$ cat config.mk
export PLATFORM = sky130hd
export DESIGN_NAME = wb_write_queue
export DESIGN_NICKNAME = d
export VERILOG_FILES = /design/src/rtl/wb_write_queue.sv
export SDC_FILE = /design/constraint.sdc
export NUM_CORES = 1
export LEC_CHECK = 0
export CORE_ASPECT_RATIO = 2
export CORE_UTILIZATION = 25
export DETAILED_ROUTE_END_ITERATION = 10
export PLACE_DENSITY = 0.47
export SLEW_MARGIN = 25
export SYNTH_ARGS = -nofsm -noshare
export SYNTH_HDL_FRONTEND = slang
export SYNTH_SLANG_ARGS = --single-unit
$ cat constraint.sdc
create_clock -name clk -period 3.5 [get_ports clk]
set_input_delay 0.7 -clock clk [delete_from_list [all_inputs] [get_ports clk]]
set_output_delay 0.7 -clock clk [all_outputs]
set_load 0.02 [all_outputs]
$ cat src/rtl/wb_write_queue.sv
// Writeback queue feeding the register file's single write port.
// In-order FIFO that drains one entry per granted cycle and forwards pending data to decode.
module wbq_match #(
  parameter int AW = 5
) (
  input  logic          vld_i,
  input  logic          block_i,
  input  logic [AW-1:0] ent_i,
  input  logic [AW-1:0] pr_i,
  output logic          hit_o
);
  assign hit_o = vld_i && !block_i && (ent_i == pr_i);
endmodule

module wb_write_queue #(
  parameter int DEPTH   = 4,
  parameter bit DROP_R0 = 1'b1
) (
  input  logic                     clk,
  input  logic                     rst_n,
  input  logic                     in_valid,
  output logic                     in_ready,
  input  logic [4:0]               in_wr,
  input  logic [31:0]              in_wd,
  input  logic                     drain_en,
  output logic                     write,
  output logic [4:0]               WR,
  output logic [31:0]              WD,
  input  logic [4:0]               PR1,
  input  logic [4:0]               PR2,
  output logic                     fwd1_hit,
  output logic [31:0]              fwd1_data,
  output logic                     fwd2_hit,
  output logic [31:0]              fwd2_data,
  output logic [$clog2(DEPTH):0]   count
);
  localparam int PW = (DEPTH > 1) ? $clog2(DEPTH) : 1;
  localparam int CW = $clog2(DEPTH) + 1;

  logic [DEPTH-1:0][4:0]  wr_q;
  logic [DEPTH-1:0][31:0] wd_q;
  logic [PW-1:0]          head_q, head_d, tail_q, tail_d;
  logic [CW-1:0]          count_q, count_d;
  logic                   push, pop, drop;
  logic [DEPTH-1:0]       vld, hit1, hit2;

  // r0 writes complete the handshake but never occupy a slot
  assign drop     = DROP_R0 && (in_wr == 5'd0);
  assign in_ready = (count_q < CW'(DEPTH));
  assign push     = in_valid && in_ready && !drop;
  assign write    = (count_q != '0) && drain_en;
  assign pop      = write;
  assign WR       = (count_q != '0) ? wr_q[head_q] : 5'd0;
  assign WD       = (count_q != '0) ? wd_q[head_q] : 32'd0;
  assign count    = count_q;

  always_comb begin
    head_d  = pop  ? head_q + PW'(1) : head_q;
    tail_d  = push ? tail_q + PW'(1) : tail_q;
    count_d = count_q;
    case ({push, pop})
      2'b10:   count_d = count_q + CW'(1);
      2'b01:   count_d = count_q - CW'(1);
      default: count_d = count_q;
    endcase
  end

  always_ff @(posedge clk or negedge rst_n) begin
    if (!rst_n) begin
      wr_q    <= '0;
      wd_q    <= '0;
      head_q  <= '0;
      tail_q  <= '0;
      count_q <= '0;
    end else begin
      if (push) begin
        wr_q[tail_q] <= in_wr;
        wd_q[tail_q] <= in_wd;
      end
      head_q  <= head_d;
      tail_q  <= tail_d;
      count_q <= count_d;
    end
  end

  // An entry is live when its distance from head is below count
  for (genvar i = 0; i < DEPTH; i++) begin : g_ent
    logic [PW-1:0] age;
    assign age    = PW'(i) - head_q;
    assign vld[i] = ({1'b0, age} < count_q);
    wbq_match #(.AW(5)) u_m1 (
      .vld_i(vld[i]), .block_i(DROP_R0 && (PR1 == 5'd0)),
      .ent_i(wr_q[i]), .pr_i(PR1), .hit_o(hit1[i]));
    wbq_match #(.AW(5)) u_m2 (
      .vld_i(vld[i]), .block_i(DROP_R0 && (PR2 == 5'd0)),
      .ent_i(wr_q[i]), .pr_i(PR2), .hit_o(hit2[i]));
  end

  // Walk oldest to youngest so the last match (youngest) wins
  always_comb begin
    logic [PW-1:0] idx;
    idx       = '0;
    fwd1_hit  = 1'b0;
    fwd1_data = '0;
    fwd2_hit  = 1'b0;
    fwd2_data = '0;
    for (int k = 0; k < DEPTH; k++) begin
      idx = head_q + PW'(k);
      if (hit1[idx]) begin
        fwd1_hit  = 1'b1;
        fwd1_data = wd_q[idx];
      end
      if (hit2[idx]) begin
        fwd2_hit  = 1'b1;
        fwd2_data = wd_q[idx];
      end
    end
  end
endmodule

## Word-level counts from Yosys, hierarchy flattened

Index checks and enable logic that the tools add are counted.

- Word-level logic and storage cells: 121
- Bits in registers: 155
- Output and inout port bits: 108
- Memories kept: 0
- Memory bits (read-only): 0
- Memory bits (writable): 0
- Bits in latches: 0
- Input bits: 51

- $mul: 0
- Shift operators: 0
- Add/subtract/negate cells: 10
- Multiplexer cells: 51
- Equality and inequality tests: 10
- Reductions and logical operators: 28
- Bitwise logic cells: 0
- Divide/modulo/power cells: 0
- $lt $le $gt $ge: 11

Operators by type and width:

| kind | count |
|---|---|
| $mux 32 | 14 |
| $bmux 32 s2 | 4 |
| $bwmux 128 | 1 |
| $demux 32 s2 | 1 |
| $eq 5x5->1 | 8 |
| $bwmux 20 | 1 |
| $logic_and 1x1->1 | 20 |
| $bmux 1 s2 | 8 |
| $mux 1 | 16 |
| $logic_not 5->1 | 3 |
| $lt 2x3->1 const B | 5 |
| $mux 5 | 3 |
| $lt 2x3->1 | 4 |
| $bmux 5 s2 | 1 |
| $demux 5 s2 | 1 |
| $pmux 3 s2 | 1 |
| $add 2x1->2 const B | 2 |
| $add 2x2->2 const B | 2 |
| $sub 1x2->2 const A | 2 |
| $sub 2x2->2 const A | 2 |
| $add 3x1->3 const B | 1 |
| $logic_not 1->1 | 3 |
| $lt 3x3->1 const B | 1 |
| $reduce_bool 3->1 | 1 |
| 5 further kinds | 5 |

## Logic depth before layout (Yosys ltp)

- Word-level depth: 10
- Depth in mapped cells: 14

## Cells and area by module

A second synthesis with hierarchy kept.

- Cell total of the unflattened synthesis: 1064
- Area total of the unflattened synthesis: 12117.9 µm²

By module, submodules not included:

| module | cells an instance | instances | area an instance (µm²) |
|---|---|---|---|
| wb_write_queue | 1008 | 1 | 11597.4 |
| wbq_match | 7 | 8 | 65.1 |

## Worst setup path before layout

No wires, ideal clock.

- Path type: register to output
- From: reg head_q[1]
- To: out fwd1_data[27]
- Stages on the path, launching flop included: 15
- Buffers on the path: 5
- Slack: -0.408 ns
- Data arrival time: 3.208 ns
- Cell sequence: dfrtp_1 -> buf_2 -> inv_1 -> buf_6 -> clkbuf_1 -> ha_1 -> a21boi_0 -> o21ai_2 -> and4_1 -> buf_2 -> mux4_2 -> buf_2 -> a31oi_1 -> nor3b_2 -> o31ai_1

- Word-level cells in the longest chain between the ends: 10
- Elaborated cells between the ends (all ways): 39
- Those cells by class: add/sub (7); order compare (4); mux (20); reduce/logical (8)

Ends and longest elaborated chain:

| element | RTL line | text |
|---|---|---|
| start: declaration | 42 | `logic [PW-1:0] head_q, head_d, tail_q, tail_d;` |
| start signal: assignment | 72 | `head_q <= '0;` |
| start signal: assignment | 80 | `head_q <= head_d;` |
| $sub 1x2->2 / $sub 2x2->2 (equally long branches) | 89 | `assign age = PW'(i) - head_q;` |
| $lt 2x3->1 | 90 | `assign vld[i] = ({1'b0, age} < count_q);` |
| $logic_and 1x1->1 (2 in series) | 12 | `assign hit_o = vld_i && !block_i && (ent_i == pr_i);` |
| $bmux 1 s2 | 109 | `if (hit1[idx]) begin` |
| $mux 1 (implied by the code) | 109 |  |
| $mux 32 (3 in series) | 109 |  |
| $mux 32 (*) | 109 |  |
| end: declaration | 32 | `output logic [31:0] fwd1_data,` |

Mark *: on every way between the ends. The rest lies on a longest branch, timed or not. The select of a mux whose other input is x is not followed.

## Worst setup path after layout

- From: in PR1[1]
- To: out fwd1_data[14]

- Word-level cells in the longest chain between the ends: 10
- Elaborated cells between the ends (all ways): 26
- Those cells by class: eq/ne (4); mux (12); reduce/logical (10)

Ends and longest elaborated chain:

| element | RTL line | text |
|---|---|---|
| start: declaration | 29 | `input logic [4:0] PR1,` |
| $logic_not 5->1 | 92 | `.vld_i(vld[i]), .block_i(DROP_R0 && (PR1 == 5'd0)),` |
| $logic_not 1->1 | 12 |  |
| $logic_and 1x1->1 (2 in series) | 12 |  |
| $bmux 1 s2 | 109 |  |
| $mux 1 (implied by the code) | 109 |  |
| $mux 32 (3 in series) | 109 |  |
| $mux 32 (*) | 109 |  |

Marked as above.

==> metrics.cfg <==
[outcome]
status=finished, violations left
violations=setup timing

[die]
dieArea_um2=51000
ios=159
start_util_pct=25.4
std_cell_rows=115
die_w_um=160
fp.dieH_um=318
core_area_um2=49400

[cts]
cts-htree-levels=4
cts_tree=done
clk_pin_slew_ns=0.06
cts_made_buffers=17
insertion_delay_ns=0.45
cts_buffer_depth=2
root_buffer=clkbuf_16
cts-hold-fix-buffers=0
clkSinkCount=155

[placement]
place_inst=2009
io_buffers=158
hpwl_um=33700
finalWeightedCongestion=0.814

[grt]
grtUsageTotal_pct=20.7
gr-total-overflow=0
grt_max_degree=65
grt_pass1_vias=12300
grt_pass1_wl_um=77900
antenna_found_initial=5

[synth]
ys_async_sr_fraction_pct=100
synth_edf_count=0
synthCells=1123
yosysUniqueCellTypes=72
syn_nets=1184
ys.warnings.count=0
ys.flop_type=dfrtp_1
synth-seq-cells=155
synthesis.area_um2=12500
yosysSeqAreaShare_pct=31.0
avgSynthCellArea_um2=11.1

[run]
drv_cap=0

[routing]
viasPerCell=5.43
routed_wirelength_um=52400
drt_iter0_markers=620
wl_met3_um=2380
drc=0
drt-met1-wl_um=18100
drtPass1Iterations=5
detail_route.wl_per_cell_um=25.0
antenna_left=0
vias=11400
top_layer=met5
wl_met2_um=28900

[timing]
slew_headroom_pct=53.9
max_freq_mhz=244
fin_hold_ws_ns=0.212
rsz0062_at_grt=yes
min_period_ns=4.10
period_share_pct=117
tightest_slew_ns=0.691
fin_ws_ns=-0.604
slew_viol_final=0
finalSetupViolCount=70
hold_violations=0
tns_ns=-33.73
fin_skew_ns=0.00541

[setup_path]
crit_cells=14
path_buf_inv=7
max_stage_delay_ns=0.41
arrival_ns=3.40
critPathSlowestCell=clkdlybuf4s50_1
worstSetupPathType=in2out
cp_top_family=buffers and inverters
r2r_cells=9
cp_common_cell=buf_4
cp-end-kind=output pin
startpoint_type=primary input
critPathMaxFanout=6
worst_ep_required_time_ns=2.80
path_cells=clkdlybuf4s50_1 -> buf_4 -> xor2_1 -> nor2_2 -> o2111a_2 -> nor2_4 -> o31ai_2 -> buf_4 -> a32oi_4 -> buf_12 -> buf_12 -> buf_16 -> o221ai_2 -> buf_4

[final_layout]
layoutNonFillerInstCount=2096
final_net_count=1502
area_growth_pct=50.5
drive_gt1_share_pct=53.4
mostFrequentLayoutCells=buf_4 (185), mux2_2 (166), dfrtp_1 (153)
final_common_cell=buf_4
n_fill_cell=4782
final_core_util_pct=38.2

[pwr]
p_leak_nw=7.55
powerDensity_nw_per_um2=1090
design_power_total_mw=20.5
max-vdd-ir-drop_mv=0.530

[worst_hold_path]
hp-class=in2async

[layer usage]
metal | global-route usage [%] | vias to the layer above
li1 | - | 4965
met2 | 39.2 | 439
met1 | 20.8 | 5817
met3 | 3.44 | 153
met4 | 12.9 | 4
met5 | 0 | -
[through the flow]
step | instance area (um2) | worst slack, ns
final | 18800 | -0.604
after global routing | 18800 | -0.721
after CTS | 18500 | -0.620
after detailed placement | 16400 | -1.17
after global placement | 16400 | -1.16
after floorplan | 12900 | 0.0143
[power breakdown]
| group | internal [mW] | leakage (nW) | switching (mW) |
|---|---|---|---|
| Clock | 0.963 | 0.250 | 0.807 |
| Combinational | 7.67 | 5.44 | 7.30 |
| Sequential | 2.72 | 1.86 | 1.03 |
| Total | 11.3 | 7.55 | 9.14 |
[sequential cells by signal (all words and copies together) (netlist names)]
signal	cells
tail_q	2
wd_q	128
wr_q	20
head_q	2
count	3
[logic make-up after synthesis]
family	Yosys count	synth area share, %
AOI/OAI and AO/OA	220	12.2
adders and majority gates	10	1.06
buffers and inverters	114	5.25
xor gates and xnor gates	46	3.22
and+or+nand+nor	261	10.4
DFF	155	31.0
muxes	317	36.9
[repair_timing]
action                     in CTS  in global routing
resized for setup             517                 56
setup endpoints to repair     101                 81
pin swaps                      47                 16
gates cloned                   14                  3
buffers inserted               35                  8
[worst register-to-register path, delay by kind of cell (launching register included)]
family	cells	cell delay [ns]
adder cells (fa/ha/maj)	2	0.63
buffers and inverters	4	0.66
AO/OA/AOI/OAI	1	0.17
AND/OR/NAND/NOR	2	0.43
flip-flops	1	0.47
[cell usage after synthesis, types with 4 or more instances]
library cell	instances	area, um2
buf_6	13	146
xor2_1	41	359
dfrtp_1	155	3880
mux2_2	167	1880
ha_1	9	113
a22o_1	6	52.6
buf_1	10	37.5
clkbuf_8	6	82.6
and4_1	4	35.0
a31oi_1	34	213
mux4_2	97	2180
nand4_1	9	56.3
a32oi_1	4	35.0
buf_2	39	195
nand3_1	16	80.1
nor2_1	62	233
xnor2_1	5	43.8
nor2b_1	33	206
a22oi_1	9	67.6
mux2i_1	51	510
a211oi_1	5	37.5
o2111a_1	4	45.0
nand2_1	105	394
o21bai_1	6	45.0
nor3_1	6	30.0
a21oi_1	22	110
o22ai_1	31	194
clkbuf_1	30	113
o221ai_1	22	193
o2111ai_1	8	70.1
o31ai_1	5	37.5
o21ai_0	37	185
and3_1	4	25.0
nor3_2	5	50.1
inv_1	11	41.3
[worst paths after layout]
check / startpoint / to / slack (ns)
max: PR1[1] / fwd1_data[14] / -0.60
min: rst_n / count[1] / 0.21
max reg2reg: count[0] / count[1] / 1.07
min reg2reg: wd_q[2] / wd_q[2] / 0.53
max in group asynchronous: rst_n / wd_q[85] / 2.38
min in group clk: wd_q[2] / wd_q[2] / 0.53
[layout make-up]
type / count / area, um2 / share of cell area, %
Tap cell: 643 / 805 / 4.27
Antenna cell: 2 / 5.00 / 0.0266
Clock buffer: 18 / 429 / 2.28
Clock inverter: 11 / 101 / 0.538
Sequential cell: 155 / 3890 / 20.6
Inverter: 12 / 52.6 / 0.279
Timing Repair Buffer: 398 / 4220 / 22.4
Multi-Input combinational cell: 857 / 9330 / 49.5
(Power assumes the default switching activity.)
